[src/rtl/rvb_pkg.sv]
// rvb_pkg
// Shared encodings and tag format for the bext/bdep dispatch block.
//   - opcode / funct3 / funct7 constants for bext, bdep and grev
//   - tag_t: per-instruction writeback tag {rd, illegal} carried by the tag FIFO
//   - insn_legal(): legality decode from the major instruction fields
package rvb_pkg;

    localparam logic [6:0] OPC_OP     = 7'b0110011;
    localparam logic [6:0] OPC_OP32   = 7'b0111011;
    localparam logic [2:0] F3_BEXTDEP = 3'b110;
    localparam logic [2:0] F3_GREV    = 3'b101;
    localparam logic [6:0] F7_BEXT    = 7'b0000100;
    localparam logic [6:0] F7_BDEP    = 7'b0100100;
    localparam logic [6:0] F7_GREV    = 7'b0110100;

    typedef struct packed {
        logic [4:0] rd;
        logic       illegal;
    } tag_t;

    localparam int TAG_W = $bits(tag_t);

    // w_ok enables the OP-32 (W-form) opcode; grev_en admits the grev encoding.
    function automatic logic insn_legal(
        input logic [6:0] opc,
        input logic [2:0] f3,
        input logic [6:0] f7,
        input logic       w_ok,
        input logic       grev_en
    );
        logic op_ok;
        logic bx;
        logic gv;
        op_ok = (opc == OPC_OP) || (w_ok && (opc == OPC_OP32));
        bx    = (f3 == F3_BEXTDEP) && ((f7 == F7_BEXT) || (f7 == F7_BDEP));
        gv    = grev_en && (f3 == F3_GREV) && (f7 == F7_GREV);
        return op_ok && (bx || gv);
    endfunction

endpackage

[src/rtl/rvb_tagfifo.sv]
// rvb_tagfifo
// Small synchronous FIFO holding writeback tags in acceptance order.
// Ports:
//   clock, resetn   clock, asynchronous active-low reset (pointers/count only)
//   push, din       write strobe and tag; caller never pushes when full
//   pop             read strobe; caller never pops when empty
//   dout            head entry (combinational read of the oldest tag)
//   count           occupancy 0..DEPTH
module rvb_tagfifo #(
    parameter int DEPTH = 4,
    parameter int WIDTH = 6
) (
    input  logic                       clock,
    input  logic                       resetn,
    input  logic                       push,
    input  logic [WIDTH-1:0]           din,
    input  logic                       pop,
    output logic [WIDTH-1:0]           dout,
    output logic [$clog2(DEPTH+1)-1:0] count
);

    localparam int AW = $clog2(DEPTH);
    localparam int CW = $clog2(DEPTH + 1);

    logic [WIDTH-1:0] mem [DEPTH];
    logic [AW-1:0]    wr_ptr;
    logic [AW-1:0]    rd_ptr;

    // DEPTH is a power of two, so pointer overflow is the modulo wrap.
    always_ff @(posedge clock or negedge resetn) begin
        if (!resetn) begin
            wr_ptr <= '0;
            rd_ptr <= '0;
            count  <= '0;
        end else begin
            if (push) wr_ptr <= wr_ptr + AW'(1);
            if (pop)  rd_ptr <= rd_ptr + AW'(1);
            case ({push, pop})
                2'b10:   count <= count + CW'(1);
                2'b01:   count <= count - CW'(1);
                default: count <= count;
            endcase
        end
    end

    always_ff @(posedge clock) begin
        if (push) mem[wr_ptr] <= din;
    end

    assign dout = mem[rd_ptr];

endmodule

[src/rtl/rvb_bextdep_dispatch.sv]
// rvb_bextdep_dispatch
// Issue-side dispatcher for a bext/bdep (optionally grev) execution unit.
// Legal instructions are forwarded to the core through a one-entry request
// register; every accepted instruction (legal or not) leaves a tag in an
// in-order FIFO so results return strictly in acceptance order, with illegal
// instructions answered locally (out_illegal=1, out_data=0).
// Ports:
//   clock, resetn                    clock, asynchronous active-low reset
//   in_valid/in_ready, in_insn,
//   in_rs1, in_rs2, in_rd            upstream issue handshake and operands
//   core_din_valid/core_din_ready,
//   core_din_rs1/rs2, core_din_insn3/13/14/30   request to the core
//   core_dout_valid/core_dout_ready, core_dout_rd  result from the core
//   out_valid/out_ready, out_rd_idx,
//   out_data, out_illegal            writeback handshake
// Configuration macro: RVB_DISPATCH_GREV_EN (defined: grev/grevw are legal).
module rvb_bextdep_dispatch #(
    parameter int XLEN  = 32,
    parameter int DEPTH = 4
) (
    input  logic            clock,
    input  logic            resetn,
    input  logic            in_valid,
    output logic            in_ready,
    input  logic [31:0]     in_insn,
    input  logic [XLEN-1:0] in_rs1,
    input  logic [XLEN-1:0] in_rs2,
    input  logic [4:0]      in_rd,
    output logic            core_din_valid,
    input  logic            core_din_ready,
    output logic [XLEN-1:0] core_din_rs1,
    output logic [XLEN-1:0] core_din_rs2,
    output logic            core_din_insn3,
    output logic            core_din_insn13,
    output logic            core_din_insn14,
    output logic            core_din_insn30,
    input  logic            core_dout_valid,
    output logic            core_dout_ready,
    input  logic [XLEN-1:0] core_dout_rd,
    output logic            out_valid,
    input  logic            out_ready,
    output logic [4:0]      out_rd_idx,
    output logic [XLEN-1:0] out_data,
    output logic            out_illegal
);

    import rvb_pkg::*;

    localparam int   CW   = $clog2(DEPTH + 1);
    localparam logic W_OK = (XLEN == 64);
`ifdef RVB_DISPATCH_GREV_EN
    localparam logic GREV_EN = 1'b1;
`else
    localparam logic GREV_EN = 1'b0;
`endif

    logic [6:0]    opc;
    logic [2:0]    f3;
    logic [6:0]    f7;
    logic          in_legal;
    logic          accept;
    logic          pop;
    logic          live;
    logic [CW-1:0] fifo_count;
    logic          fifo_full;
    logic          fifo_empty;
    tag_t          push_tag;
    tag_t          head_tag;
    logic [TAG_W-1:0] head_bits;
    logic          head_legal;

    logic            req_vld_p1;
    logic [XLEN-1:0] req_rs1_p1;
    logic [XLEN-1:0] req_rs2_p1;
    logic [3:0]      req_bits_p1;

    // Register-number fields are not needed for dispatch.
    logic unused_insn_fields;
    assign unused_insn_fields = ^{in_insn[24:15], in_insn[11:7]};

    assign opc      = in_insn[6:0];
    assign f3       = in_insn[14:12];
    assign f7       = in_insn[31:25];
    assign in_legal = insn_legal(opc, f3, f7, W_OK, GREV_EN);

    assign fifo_full  = (fifo_count == CW'(DEPTH));
    assign fifo_empty = (fifo_count == '0);

    // live holds in_ready low throughout reset and for the first cycle after it.
    assign in_ready = live && !fifo_full && (!req_vld_p1 || core_din_ready);
    assign accept   = in_valid && in_ready;

    assign push_tag.rd      = in_rd;
    assign push_tag.illegal = !in_legal;

    // ---- stage p0 -> p1: request register toward the core ----
    always_ff @(posedge clock or negedge resetn) begin
        if (!resetn) begin
            live       <= 1'b0;
            req_vld_p1 <= 1'b0;
        end else begin
            live <= 1'b1;
            if (accept && in_legal)
                req_vld_p1 <= 1'b1;
            else if (core_din_ready)
                req_vld_p1 <= 1'b0;
        end
    end

    always_ff @(posedge clock) begin
        if (accept && in_legal) begin
            req_rs1_p1  <= in_rs1;
            req_rs2_p1  <= in_rs2;
            req_bits_p1 <= {in_insn[3], in_insn[13], in_insn[14], in_insn[30]};
        end
    end

    // Data is qualified by valid so the request bus reads zero when idle.
    assign core_din_valid  = req_vld_p1;
    assign core_din_rs1    = req_vld_p1 ? req_rs1_p1 : '0;
    assign core_din_rs2    = req_vld_p1 ? req_rs2_p1 : '0;
    assign core_din_insn3  = req_vld_p1 && req_bits_p1[3];
    assign core_din_insn13 = req_vld_p1 && req_bits_p1[2];
    assign core_din_insn14 = req_vld_p1 && req_bits_p1[1];
    assign core_din_insn30 = req_vld_p1 && req_bits_p1[0];

    rvb_tagfifo #(
        .DEPTH(DEPTH),
        .WIDTH(TAG_W)
    ) u_tagfifo (
        .clock  (clock),
        .resetn (resetn),
        .push   (accept),
        .din    (push_tag),
        .pop    (pop),
        .dout   (head_bits),
        .count  (fifo_count)
    );

    // ---- writeback: head tag selects core result or local illegal answer ----
    assign head_tag   = tag_t'(head_bits);
    assign head_legal = !fifo_empty && !head_tag.illegal;

    assign out_valid       = !fifo_empty && (head_tag.illegal || core_dout_valid);
    assign core_dout_ready = out_ready && head_legal;
    assign pop             = out_valid && out_ready;

    assign out_rd_idx  = fifo_empty ? 5'd0 : head_tag.rd;
    assign out_illegal = !fifo_empty && head_tag.illegal;
    assign out_data    = head_legal ? core_dout_rd : '0;

endmodule

[config.mk]
export PLATFORM = sky130hd
export DESIGN_NAME = rvb_bextdep_dispatch
export DESIGN_NICKNAME = d
export VERILOG_FILES = /design/src/rtl/rvb_pkg.sv /design/src/rtl/rvb_tagfifo.sv /design/src/rtl/rvb_bextdep_dispatch.sv
export SDC_FILE = /design/constraint.sdc
export NUM_CORES = 1
export LEC_CHECK = 0
export ABC_AREA = 1
export CAP_MARGIN = 5
export CORE_MARGIN = 3
export CORE_UTILIZATION = 39
export DETAILED_ROUTE_END_ITERATION = 6
export MAX_ROUTING_LAYER = met4
export PLACE_DENSITY = 0.81
export SYNTH_ARGS = -nofsm -noshare
export SYNTH_HDL_FRONTEND = slang
export SYNTH_HIERARCHICAL = 1
export SYNTH_SLANG_ARGS = --single-unit
[constraint.sdc]
create_clock -name clock -period 3.4 [get_ports clock]
set_input_delay 0.51 -clock clock [delete_from_list [all_inputs] [get_ports clock]]
set_output_delay 0.51 -clock clock [all_outputs]
set_load 0.05 [all_outputs]
[Word-level counts from Yosys, hierarchy flattened]
Memories as Yosys holds them, arrays and structs flattened.
Cells that the tools add are included.
Word-level totals
  bits in read-only memories: 0
  memory bits (writable): 24
  memories: 1
  bits in latches: 0
  register bits: 77
  input bits: 139
Memories
  u_tagfifo.mem: words 4, width 6, read ports 1, clocked after Yosys merged registers in 0, write ports 1, RTL line rvb_tagfifo.sv:25  | logic [WIDTH-1:0] mem [DEPTH];
Operators by class
  multipliers: 0
  equal/unequal tests: 7
  bitwise gates (word level): 0
  reduce and logical (&&, ||, !) cells: 26
  magnitude comparators: 0
  div/mod/pow operators: 0
  add/subtract/negate cells: 4
  mux-type cells: 9
  shifts and indexed selects: 0
Operator list (number)
  32-bit 2-to-1 mux: 3
  1-bit logical AND: 15
  7-bit by 6-bit equality test with 1-bit output, second input constant: 2
  7-bit by 3-bit equality test with 1-bit output, second input constant: 1
  3-bit equality test, second input constant: 2
  3-bit one-hot mux with 2 select lines: 1
  1-bit logical NOT: 5
  5-bit 2-to-1 mux: 1
  2-bit by 1-bit adder with 2-bit output, second input constant: 2
  1-bit 2-to-1 mux: 4
  2-bit nonzero test: 2
  3-bit by 1-bit adder with 3-bit output, second input constant: 1
  3-bit logical NOT: 1
  1-bit logical OR: 3
  3-bit by 1-bit subtractor with 3-bit output, second input constant: 1
  2-bit by 1-bit equality test with 1-bit output, second input constant: 1
  2-bit equality test, second input constant: 1

[Logic depth before layout (Yosys ltp)]
Gate-level depths: netlist of the first run.
  word-level depth: 7
  depth in mapped cells: 15

[Modules after synthesis]
Netlist of the first run, hierarchy kept.
By module, submodules not included
  rvb_bextdep_dispatch: seq. area each 2092.0 µm², times used 1, area an instance 3171.8 µm², cells each 340
  rvb_tagfifo: seq. area each 895.9 µm², times used 1, area an instance 1370.1 µm², cells each 116

[Least setup slack after synthesis of the first run]
No wires, ideal clock.
  kind: register to register
  from: register req_vld_p1 (netlist: core_din_valid)
  to: register req_bits_p1[0] (enable)
  stages on the path, launching flop included: 7
  path slack: 0.492 ns
  data required time: 2.978 ns
  arrival time: 2.486 ns
  setup time: 0.422 ns
  cells stage by stage: dfrtp_1 -> buf_2 -> a21oi_1 -> nand2_1 -> nor2_1 -> nand2_1 -> inv_1
On the way
  longest elaborated chain between the ends: 5
RTL lines
  start, declared: RTL line rvb_bextdep_dispatch.sv:72  | logic req_vld_p1;
  start signal, assigned: RTL line rvb_bextdep_dispatch.sv:100  | req_vld_p1 <= 1'b0;
  start signal, assigned: RTL line rvb_bextdep_dispatch.sv:104  | req_vld_p1 <= 1'b1;
  start signal, assigned: RTL line rvb_bextdep_dispatch.sv:106  | req_vld_p1 <= 1'b0;
  1-bit logical NOT: RTL line rvb_bextdep_dispatch.sv:90  | assign in_ready = live && !fifo_full && (!req_vld_p1 || core_din_ready);
  1-bit logical OR: RTL line rvb_bextdep_dispatch.sv:90
  1-bit logical AND: RTL line rvb_bextdep_dispatch.sv:90
  1-bit logical AND: RTL line rvb_bextdep_dispatch.sv:91  | assign accept = in_valid && in_ready;
  named net accept: RTL line rvb_bextdep_dispatch.sv:61  | logic accept;
  1-bit logical AND: RTL line rvb_bextdep_dispatch.sv:111  | if (accept && in_legal) begin
  end signal, assigned: RTL line rvb_bextdep_dispatch.sv:114  | req_bits_p1 <= {in_insn[3], in_insn[13], in_insn[14], in_insn[30]};
  end, declared: RTL line rvb_bextdep_dispatch.sv:75  | logic [3:0] req_bits_p1;
The timed path passes the listed nets, and every way through them passes these cells.
A chain may end at the register's enable or synchronous reset.

[Final worst setup path of the first run]
  from: register u_tagfifo.rd_ptr[1]
  to: output port out_data[14]
On the way
  longest elaborated chain between the ends: 4
RTL lines
  start, declared: RTL line rvb_tagfifo.sv:27  | logic [AW-1:0] rd_ptr;
  start signal, assigned: RTL line rvb_tagfifo.sv:37  | if (pop) rd_ptr <= rd_ptr + AW'(1);
  memory 4 x 6 bit
  named net head_bits[0]: RTL line rvb_bextdep_dispatch.sv:69  | logic [TAG_W-1:0] head_bits;
  1-bit logical NOT: RTL line rvb_bextdep_dispatch.sv:142  | assign head_legal = !fifo_empty && !head_tag.illegal;
  1-bit logical AND: RTL line rvb_bextdep_dispatch.sv:142
  32-bit 2-to-1 mux: RTL line rvb_bextdep_dispatch.sv:150  | assign out_data = head_legal ? core_dout_rd : '0;
  end, declared: RTL line rvb_bextdep_dispatch.sv:43  | output logic [XLEN-1:0] out_data,
The timed path passes the listed nets, and every way through them passes these cells.

==> results of run 1 <==
==> cells by family (layout without fill, tap and decap cells) <==
| kind of cell | after synthesis | count (layout) | synth area share |
|---|---|---|---|
| compound gates | 17 | 17 | 0.02589 |
| xor+xnor | 4 | 4 | 0.007715 |
| fa+ha+maj | 6 | 6 | 0.01818 |
| buf+inv | 165 | 403 | 0.1515 |
| flops | 101 | 101 | 0.6579 |
| other cells | 1 | 1 | 0.0008257 |
| simple gates | 162 | 162 | 0.1380 |
==> worst max-delay path, cell delays in order (launching register included) <==
cell and delay [ns]:
dfrtp_1 0.52, inv_2 0.15, o211ai_1 0.12, nand2_1 0.08, or2_1 0.22, buf_4 0.23, nor2_1 0.12, clkdlybuf4s50_1 0.81
==> cell type report <==
class	instances	area share
Timing Repair Buffer	238	0.3238
Sequential cell	101	0.4141
Clock inverter	5	0.008147
Clock buffer	11	0.03224
Tap cell	140	0.02427
Multi-Input combinational cell	190	0.1200
Inverter	149	0.07748
==> sequential cells by signal (all words and copies together), names as in the netlist <==
name / cells
u_tagfifo/rd_ptr: 2
req_rs2_p1: 32
u_tagfifo/mem: 24
live: 1
core_din_valid: 1
req_rs1_p1: 32
req_bits_p1: 4
u_tagfifo/count: 3
u_tagfifo/wr_ptr: 2
==> final timing paths <==
kind                                     start  slack (ns)                  end  cells after the start
setup / recovery           u_tagfifo/rd_ptr[1]        0.30         out_data[14]                      7
hold / removal                          resetn        0.50   u_tagfifo/count[0]                      1
setup reg to reg           u_tagfifo/rd_ptr[1]        0.90   u_tagfifo/count[2]                     12
hold reg to reg            u_tagfifo/wr_ptr[0]        0.55  u_tagfifo/wr_ptr[0]                      1
max in group asynchronous               resetn        2.56       core_din_valid                      1
min in group clock         u_tagfifo/wr_ptr[0]        0.55  u_tagfifo/wr_ptr[0]                      1
==> per-layer routing <==
metal	GRT usage	part of all wire	up-vias
li1	-	-	1809
met1	0.1859	0.37	1622
met2	0.3373	0.51	179
met3	0.08011	0.11	6
met4	0.04513	0.0063	0
met5	-	0	-
==> cells in the mapped netlist <==
master and n:
clkbuf_1 5, dfrtp_1 9, o211ai_1 12, xnor2_1 1, conb_1 1, buf_8 3
nand4_1 1, o21ai_1 1, or2_1 1, ha_1 5, nand3_1 1, a21oi_1 2
nor2_1 46, fa_1 1, inv_2 6, buf_2 4, o21ai_0 1, buf_6 4
a211oi_1 1, nor3_4 1, xor2_1 3, edfxtp_1 92, inv_1 143, nand2_1 112
==> power groups by stage <==
stage | sequential [mW] | combinational (mW) | clock [mW]
2_1_floorplan | 1.51 | 1.61 | 0
3_3_place_gp | 1.53 | 2.15 | 0
3_5_place_dp | 1.54 | 2.19 | 0
4_1_cts | 1.51 | 2.19 | 1.03
5_1_grt | 1.52 | 2.31 | 1.09
6_report | 1.51 | 2.17 | 1.01
==> metrics.yaml, run 1 <==
antenna_found_initial: 0
track_usage: 0.1869
grt_max_degree: 72
dp.cells: 818
ys_seq_area_frac: 0.6579
drive_gt1_frac: 0.06484
p_total_mw: 4.689
final_common_cell: "clkdlybuf4s50_1"
drv_slew: 0
fmax_ghz: 0.3230
worst_slack_ns: 0.3039
post_cts_resize_count: 0
chipHeight_um: 113.9
whs_ns: 0.4954
ys_types: 24
clockPowerShare: 0.215
ys_ff_latch: 101
cp-end-kind: "output port"
grt_overflow: 0
startpoint_type: "flip-flop"
areaGrowthSynthToFinish_pct: 58.93
required_ns: 2.89
cts_hold_buf: 0
dr_total_vias: 3616
fp.dieArea_sq_mm: 0.01298
grt_pass1_vias: 3689
wire_per_inst_um: 14.32
p_leak_nw: 3.424
clkLatencyLatePin_ns: 0.34
sw_frac_of_total: 0.4202
relSlewSlack: 0.6056
internal_power_mw: 2.719
worstPathMaxFanout: 33
layout_common_cells: "clkdlybuf4s50_1 (215), inv_1 (142), nand2_1 (112), edfxtp_1 (92), nor2_1 (46)"
port_buffers: 233
seqCellArea_sq_mm: 0.002989
fill_cells: 846
ant_nets: 0
cts_buffer_depth: 2
clock-sinks: 101
finalCriticalPeriod_ns: 3.096
core-area_sq_mm: 0.01113
finalNetCount: 834
hold_class: "in -> async"
setup_viol: 0
synthCells: 456
cp_data_arrival_time_ns: 2.59
cts_tree: "yes"
cap_viol_max_count: 0
fin_crit_sh: 0.9106
netlist_area_sq_mm: 0.004542
antennaDiodeCount: 0
synth_top_area_share: 0.6083
design_area_sq_mm: 0.007218
crit_type: "reg -> out"
outcome: "finished, final reports clean"
p_switching_mw: 1.970
start_util: 0.4082
comb_power_share: 0.463
grt_pass1_wl_mm: 18.11
routed_wl_mm: 11.94
finalHoldViolations: 0
placed_area_sq_mm: 0.006927
syn_nets: 601
instances_no_fill: 834
via_per_inst: 4.336
synth_area_leader_cell: "edfxtp_1"
multi_input_area_sq_um: 865.8
yosysWarnings: 6
p_per_area_mw_per_mm2: 649.7
drc: 0
vdd_drop_max_mv: 1.045
drt_iter0_drc: 104
dpl.hpwl_mm: 9.350
skew_ns: 0.009324
h-tree-depth: 3
path_clk_slew_ns: 0.06
place_ws_ns: 0.6245
fin_setup_tns_ns: 0
die_w_um: 113.9
seqPwrFrac: 0.321
place.gp.congestion: 0.7763
rows: 38
final_core_util: 0.6488
firstDrtPassIters: 4
root_buffer: "clkbuf_16"
rsz0062_at_grt: "false"
cts_buffers: 9
io_pins: 249
synth.area.top_cells: "edfxtp_1 (61%), inv_1 (12%), nand2_1 (9.3%)"
avgSynthCellArea_sq_um: 9.960
worstMarginPinSlew_ns: 0.5895
post_cts_buffers: 0
Power figures use the tool's default switching activity.
==> inputs of run 2 (changes only) <==
==> constraint.sdc (replaced) <==
create_clock -name clock -period 3.1 [get_ports clock]
set_input_delay 0.465 -clock clock [delete_from_list [all_inputs] [get_ports clock]]
set_output_delay 0.465 -clock clock [all_outputs]
set_load 0.05 [all_outputs]
==> run 2 against run 1 <==
Compared with the run above: sequential share of layout area decreased by 1.8 points; largest power group unchanged; design area up 4.7%; cell count down 0.12%; total power is 19% higher.
==> metrics.yaml, run 2 (synthesized netlist as in run 1, its figures left out) <==
design_area_sq_mm: 0.007555  # +4.7%
p_per_area_mw_per_mm2: 741.2  # +14%
grt_pass1_wl_mm: 18.89  # +4.3%
drc: 0  # unchanged
finalHoldViolations: 0  # unchanged
h-tree-depth: 3  # unchanged
chipHeight_um: 113.9  # unchanged
start_util: 0.4082  # unchanged
antennaDiodeCount: 0  # unchanged
finalNetCount: 833  # -0.12%
clock-sinks: 101  # unchanged
required_ns: 2.63  # -0.26 ns
worstMarginPinSlew_ns: 0.5678  # -0.02163 ns
track_usage: 0.1933  # +0.006457
worst_slack_ns: 0.3498  # +0.04583 ns
place_ws_ns: 0.3019  # -0.3226 ns
placed_area_sq_mm: 0.007295  # +5.3%
drv_slew: 0  # unchanged
dp.cells: 817  # -0.12%
instances_no_fill: 833  # -0.12%
path_buf_inv: 3  # unchanged
ff2ff_setup_slack_ns: 0.51  # -0.39 ns
p_total_mw: 5.600  # +19%
endpoint: "core_din_rs2[26]"
whs_ns: 0.4606  # -0.03479 ns
final_common_cell: "clkdlybuf4s50_1"
crit_type: "reg -> out"
grt_pass1_vias: 3878  # +5.1%
core-area_sq_mm: 0.01113  # unchanged
fp.dieArea_sq_mm: 0.01298  # unchanged
crit_family: "buffers and inverters"
startpoint_type: "flip-flop"
areaGrowthSynthToFinish_pct: 66.34
drive_gt1_frac: 0.08658  # +0.02174
reg2regPathDepth: 11  # -1
post_cts_buffers: 0  # unchanged
routed_wl_mm: 12.30  # +3.0%
path_clk_slew_ns: 0.06  # about the same
relSlewSlack: 0.6214  # +0.01587
drt_iter0_drc: 166  # +60%
dr_total_vias: 3665  # +1.4%
die_w_um: 113.9  # unchanged
p_leak_nw: 3.550  # +3.7%
rr_endpoint: "u_tagfifo/count[2]"
finalCriticalPeriod_ns: 2.750
outcome: "finished, final reports clean"
rsz0062_at_grt: "false"
place.gp.congestion: 0.7596  # -2.2%
via_per_inst: 4.400  # +1.5%
port_buffers: 233  # unchanged
largestRegisters: "req_rs1_p1 (32), req_rs2_p1 (32), u_tagfifo/mem (24)"
fin_setup_tns_ns: 0  # unchanged
vdd_drop_max_mv: 0.9168  # -12%
fin_crit_sh: 0.8872
firstDrtPassIters: 4  # unchanged
cp_data_arrival_time_ns: 2.29  # -0.30 ns
io_pins: 249  # unchanged
cp_num_cells: 4  # -3
fmax_ghz: 0.3636
cts_tree: "yes"
layout_common_cells: "clkdlybuf4s50_1 (200), inv_1 (142), nand2_1 (112), edfxtp_1 (92), nor2_1 (46)"
cts_buffer_depth: 2  # unchanged
antenna_found_initial: 0  # unchanged
cts_hold_buf: 0  # unchanged
grt_overflow: 0  # unchanged
hold_class: "in -> async"
cpPeakStageDelay_ns: 0.81  # about the same
startpoint: "core_din_valid"
rows: 38  # unchanged
r2r_start: "u_tagfifo/rd_ptr[0]"
final_core_util: 0.6790  # +0.03025
clkLatencyLatePin_ns: 0.33  # about the same
skew_ns: 0.006679  # -0.002645 ns
root_buffer: "clkbuf_16"
cp-end-kind: "output port"
worstPathMaxFanout: 47  # +42%
grt_max_degree: 48  # -33%
slowest_stage: "clkdlybuf4s50_1"
dpl.hpwl_mm: 9.660  # +3.3%
wire_per_inst_um: 14.77  # +3.1%
cap_viol_max_count: 0  # unchanged
cts_buffers: 9  # unchanged
crit_chain: "buf_12, nand2_1, inv_1, clkdlybuf4s50_1"
ant_nets: 0  # unchanged
setup_viol: 0  # unchanged
-- run 2: changes by cell type in the layout (fill, tap and decap cells not counted), moves of 2 or more --
cell             before  now
buf_12                1   34
buf_4                22    3
clkdlybuf4s50_1     215  200
clkinv_2              0    2
-- run 2: worst min-delay path by stage --
stage	startpoint	end	slack, ns	depth (start not counted)
6_report	resetn	u_tagfifo/rd_ptr[1]	0.46	1
5_1_grt	resetn	u_tagfifo/rd_ptr[1]	0.47	1
4_1_cts	resetn	u_tagfifo/rd_ptr[1]	0.47	1
3_5_place_dp	u_tagfifo/wr_ptr[0]	u_tagfifo/wr_ptr[0]	0.54	1
3_3_place_gp	u_tagfifo/wr_ptr[0]	u_tagfifo/wr_ptr[0]	0.51	1
2_1_floorplan	resetn	core_din_valid	0.17	0
-- run 2: final cells by class --
cell class / count / area, sq um
Clock buffer: 11 / 232.7
Clock inverter: 5 / 26.28
Fill cell: 803 / 3571
Inverter: 149 / 559.3
Multi-Input combinational cell: 190 / 865.8
Sequential cell: 101 / 2990
Tap cell: 140 / 175.2
Timing Repair Buffer: 237 / 2705
-- run 2: power by group --
group	total (mW)	internal, mW	switching (mW)
logic	2.92	1.23	1.69
registers	1.69	1.57	0.120
clock network	0.993	0.540	0.453
total	5.60	3.34	2.26
-- run 2: layer usage --
metal / GRT usage / vias up / share of wire / wire (um)
met5: - / - / 0 / 0
met4: 0.04592 / 0 / 0.0089 / 109
met3: 0.06419 / 9 / 0.10 / 1277
met2: 0.3522 / 192 / 0.51 / 6329
met1: 0.2020 / 1656 / 0.37 / 4586
li1: - / 1808 / - / -
-- run 2: timing repair --
| item | in CTS | in global routing |
|---|---|---|
| setup endpoints to repair | 33 | 39 |
| gates cloned | 0 | 0 |
| gates resized for setup | 1 | 1 |
==> inputs of run 3 (changes only) <==
--- a/config.mk
+++ b/config.mk
@@ -8,10 +8,12 @@
 export ABC_AREA = 1
 export CAP_MARGIN = 5
 export CORE_MARGIN = 3
-export CORE_UTILIZATION = 39
+export CORE_UTILIZATION = 35
+export CTS_CLUSTER_SIZE = 14
 export DETAILED_ROUTE_END_ITERATION = 6
+export GPL_TIMING_DRIVEN = 0
 export MAX_ROUTING_LAYER = met4
-export PLACE_DENSITY = 0.81
+export PLACE_DENSITY = 0.76
 export SYNTH_ARGS = -nofsm -noshare
 export SYNTH_HDL_FRONTEND = slang
 export SYNTH_HIERARCHICAL = 1
==> constraint.sdc (replaced) <==
create_clock -name clock -period 2.25 [get_ports clock]
set_input_delay 0.3375 -clock clock [delete_from_list [all_inputs] [get_ports clock]]
set_output_delay 0.3375 -clock clock [all_outputs]
set_load 0.05 [all_outputs]
==> run 3 against run 2 <==
Compared with the run above: design area grew 4.7%; hold slack lost 0.14 ns; the flow now finishes with violations (negative setup slack); clock power grew 52%; critical path type unchanged; die area grew 11%; sequential share of layout area shrank 1.8 points; register-to-register slack lost 0.57 ns; clock-buffer cell count is the same; largest power group unchanged; setup slack lost 0.61 ns.
==> metrics.yaml, run 3 (synthesized netlist as in run 1, its figures left out) <==
crit_family: "buffers and inverters"
path_clk_slew_ns: 0.06  # about the same
fin_crit_sh: 1.114
finalCriticalPeriod_ns: 2.507
start_util: 0.3674  # -0.04082
port_buffers: 233  # unchanged
dpl.hpwl_mm: 10.06  # +4.1%
place.gp.congestion: 0.7756  # +2.1%
p_total_mw: 8.888  # +59%
h-tree-depth: 3  # unchanged
drv_slew: 0  # unchanged
worst_slack_ns: -0.2566  # -0.6064 ns
slowest_stage: "dfrtp_1"
design_area_sq_mm: 0.007906  # +4.7%
relSlewSlack: 0.6150  # -0.006439
path_buf_inv: 6  # +3
chipHeight_um: 119.9  # +5.3%
die_w_um: 119.9  # +5.3%
drive_gt1_frac: 0.2769  # +0.1904
grt_pass1_wl_mm: 21.89  # +16%
grt_max_degree: 37  # -23%
path_common_cell: "buf_8"
core-area_sq_mm: 0.01236  # +11%
required_ns: 1.91  # -0.72 ns
firstDrtPassIters: 4  # unchanged
rows: 40  # +5.3%
clock-sinks: 101  # unchanged
fmax_ghz: 0.3989
clkLatencyLatePin_ns: 0.34  # about the same
worstPathMaxFanout: 8  # -83%
cts_buffers: 9  # unchanged
cp_data_arrival_time_ns: 2.17  # -0.12 ns
setup_viol: 34  # +34
worstMarginPinSlew_ns: 0.5798  # +0.01196 ns
ant_nets: 0  # unchanged
layout_common_cells: "inv_1 (138), clkdlybuf4s50_1 (124), nand2_1 (108), edfxtp_1 (92), clkbuf_2 (36)"
cap_viol_max_count: 0  # unchanged
drc: 0  # unchanged
root_buffer: "clkbuf_16"
dr_total_vias: 3921  # +7.0%
p_per_area_mw_per_mm2: 1124  # +52%
top_usage_layer: "met2"
cp-end-kind: "output port"
routed_wl_mm: 13.94  # +13%
cts_tree: "yes"
via_per_inst: 4.352  # -1.1%
violations: "negative setup slack"
vdd_drop_max_mv: 0.5132  # -44%
largestRegisters: "req_rs1_p1 (32), req_rs2_p1 (32), u_tagfifo/mem (24)"
grt_overflow: 0  # unchanged
fin_setup_tns_ns: -5.467  # -5.467 ns
io_pins: 249  # unchanged
crit_type: "reg -> out"
cp_num_cells: 10  # +6
placed_area_sq_mm: 0.007119  # -2.4%
wire_per_inst_um: 15.48  # +4.8%
grt_use_met2: 0.3695  # +0.01733
cpPeakStageDelay_ns: 0.37  # -0.44 ns
hold_class: "in -> async"
whs_ns: 0.3168  # -0.1438 ns
antenna_found_initial: 0  # unchanged
antennaDiodeCount: 0  # unchanged
cts_hold_buf: 0  # unchanged
outcome: "finished with violations"
gr-usage-met3: 0.07540  # +0.01121
finalNetCount: 873  # +4.8%
p_leak_nw: 3.856  # +8.6%
drt_iter0_drc: 181  # +9.0%
finalHoldViolations: 0  # unchanged
reg2regPathDepth: 15  # +4
fp.dieArea_sq_mm: 0.01438  # +11%
met1_usage: 0.2029  # +0.0009343
areaGrowthSynthToFinish_pct: 74.08
crit_chain: "buf_6, buf_8, o211ai_1, nand2_1, or2_1, buf_8, buf_12, buf_4, nor2_4, buf_8"
skew_ns: 0.009334  # +0.002654 ns
rsz0062_at_grt: "true"
cts_buffer_depth: 2  # unchanged
grt_pass1_vias: 4353  # +12%
track_usage: 0.2006  # +0.007231
startpoint_type: "flip-flop"
final_common_cell: "inv_1"
==> run 3: cell types whose count changed in the layout (fill, tap and decap cells not counted), moves of 7 or more <==
cell | previous run | this run
clkdlybuf4s50_1 | 200 | 124
nor2_1 | 46 | 13
buf_6 | 0 | 25
buf_12 | 34 | 6
dlygate4sd2_1 | 0 | 12
clkdlybuf4s15_1 | 0 | 7
clkdlybuf4s15_2 | 0 | 18
clkbuf_2 | 0 | 36
nor2_4 | 0 | 31
buf_4 | 3 | 21
buf_8 | 0 | 17
==> run 3: report_power, final <==
group	internal [mW]	switching, mW	leakage, nW
clock	0.825	0.683	0.148
sequential	2.16	0.107	0.936
combinational	2.18	2.93	2.77
total	5.17	3.72	3.86
==> run 3: repair_timing <==
item,4_1_cts,5_1_grt
hold endpoints to repair,0,0
pin swaps,8,18
buffers inserted,17,11
gates cloned,4,0
resized for setup,455,98
endpoints found under the setup margin,147,107
==> run 3: area by class of cell <==
cell class              count  area (sq um)
clock buffers              11         252.7
clock inverters             5         42.54
flip-flops and latches    101          2990
repair inverters            1         7.507
fillers                   955          4456
repair buffers            262          2569
well taps                 168         210.2
multi-input cells         190          1140
inverters                 149         568.0
plain buffers              14         126.4
==> run 3: path summary, 6_finish.rpt <==
kind / startpoint / to / slack, ns
setup / recovery: u_tagfifo/rd_ptr[0] / out_data[18] / -0.26
setup reg to reg: u_tagfifo/rd_ptr[0] / u_tagfifo/count[2] / -0.06
min in group clock: u_tagfifo/wr_ptr[0] / u_tagfifo/wr_ptr[0] / 0.53
hold reg to reg: u_tagfifo/wr_ptr[0] / u_tagfifo/wr_ptr[0] / 0.53
max in group asynchronous: resetn / core_din_valid / 1.60
hold / removal: resetn / u_tagfifo/rd_ptr[0] / 0.32
==> run 3: metrics by stage <==
stage | util | worst slack, ns | cells
finish | 0.6396 | -0.2566 | 901
global route | 0.6396 | -0.3332 | 901
CTS | 0.6453 | -0.2361 | 895
detailed placement | 0.5759 | -0.4847 | 858
global placement | 0.5743 | -0.8146 | 857
floorplan | - | -0.06697 | 456
==> run 3: per-layer routing <==
metal  share of wire  wire (um)  vias up
met2            0.53       7331      189
met4          0.0098        136        0
li1                -          -     1886
met1            0.36       5072     1832
met5               0          0        -
met3            0.10       1403       14
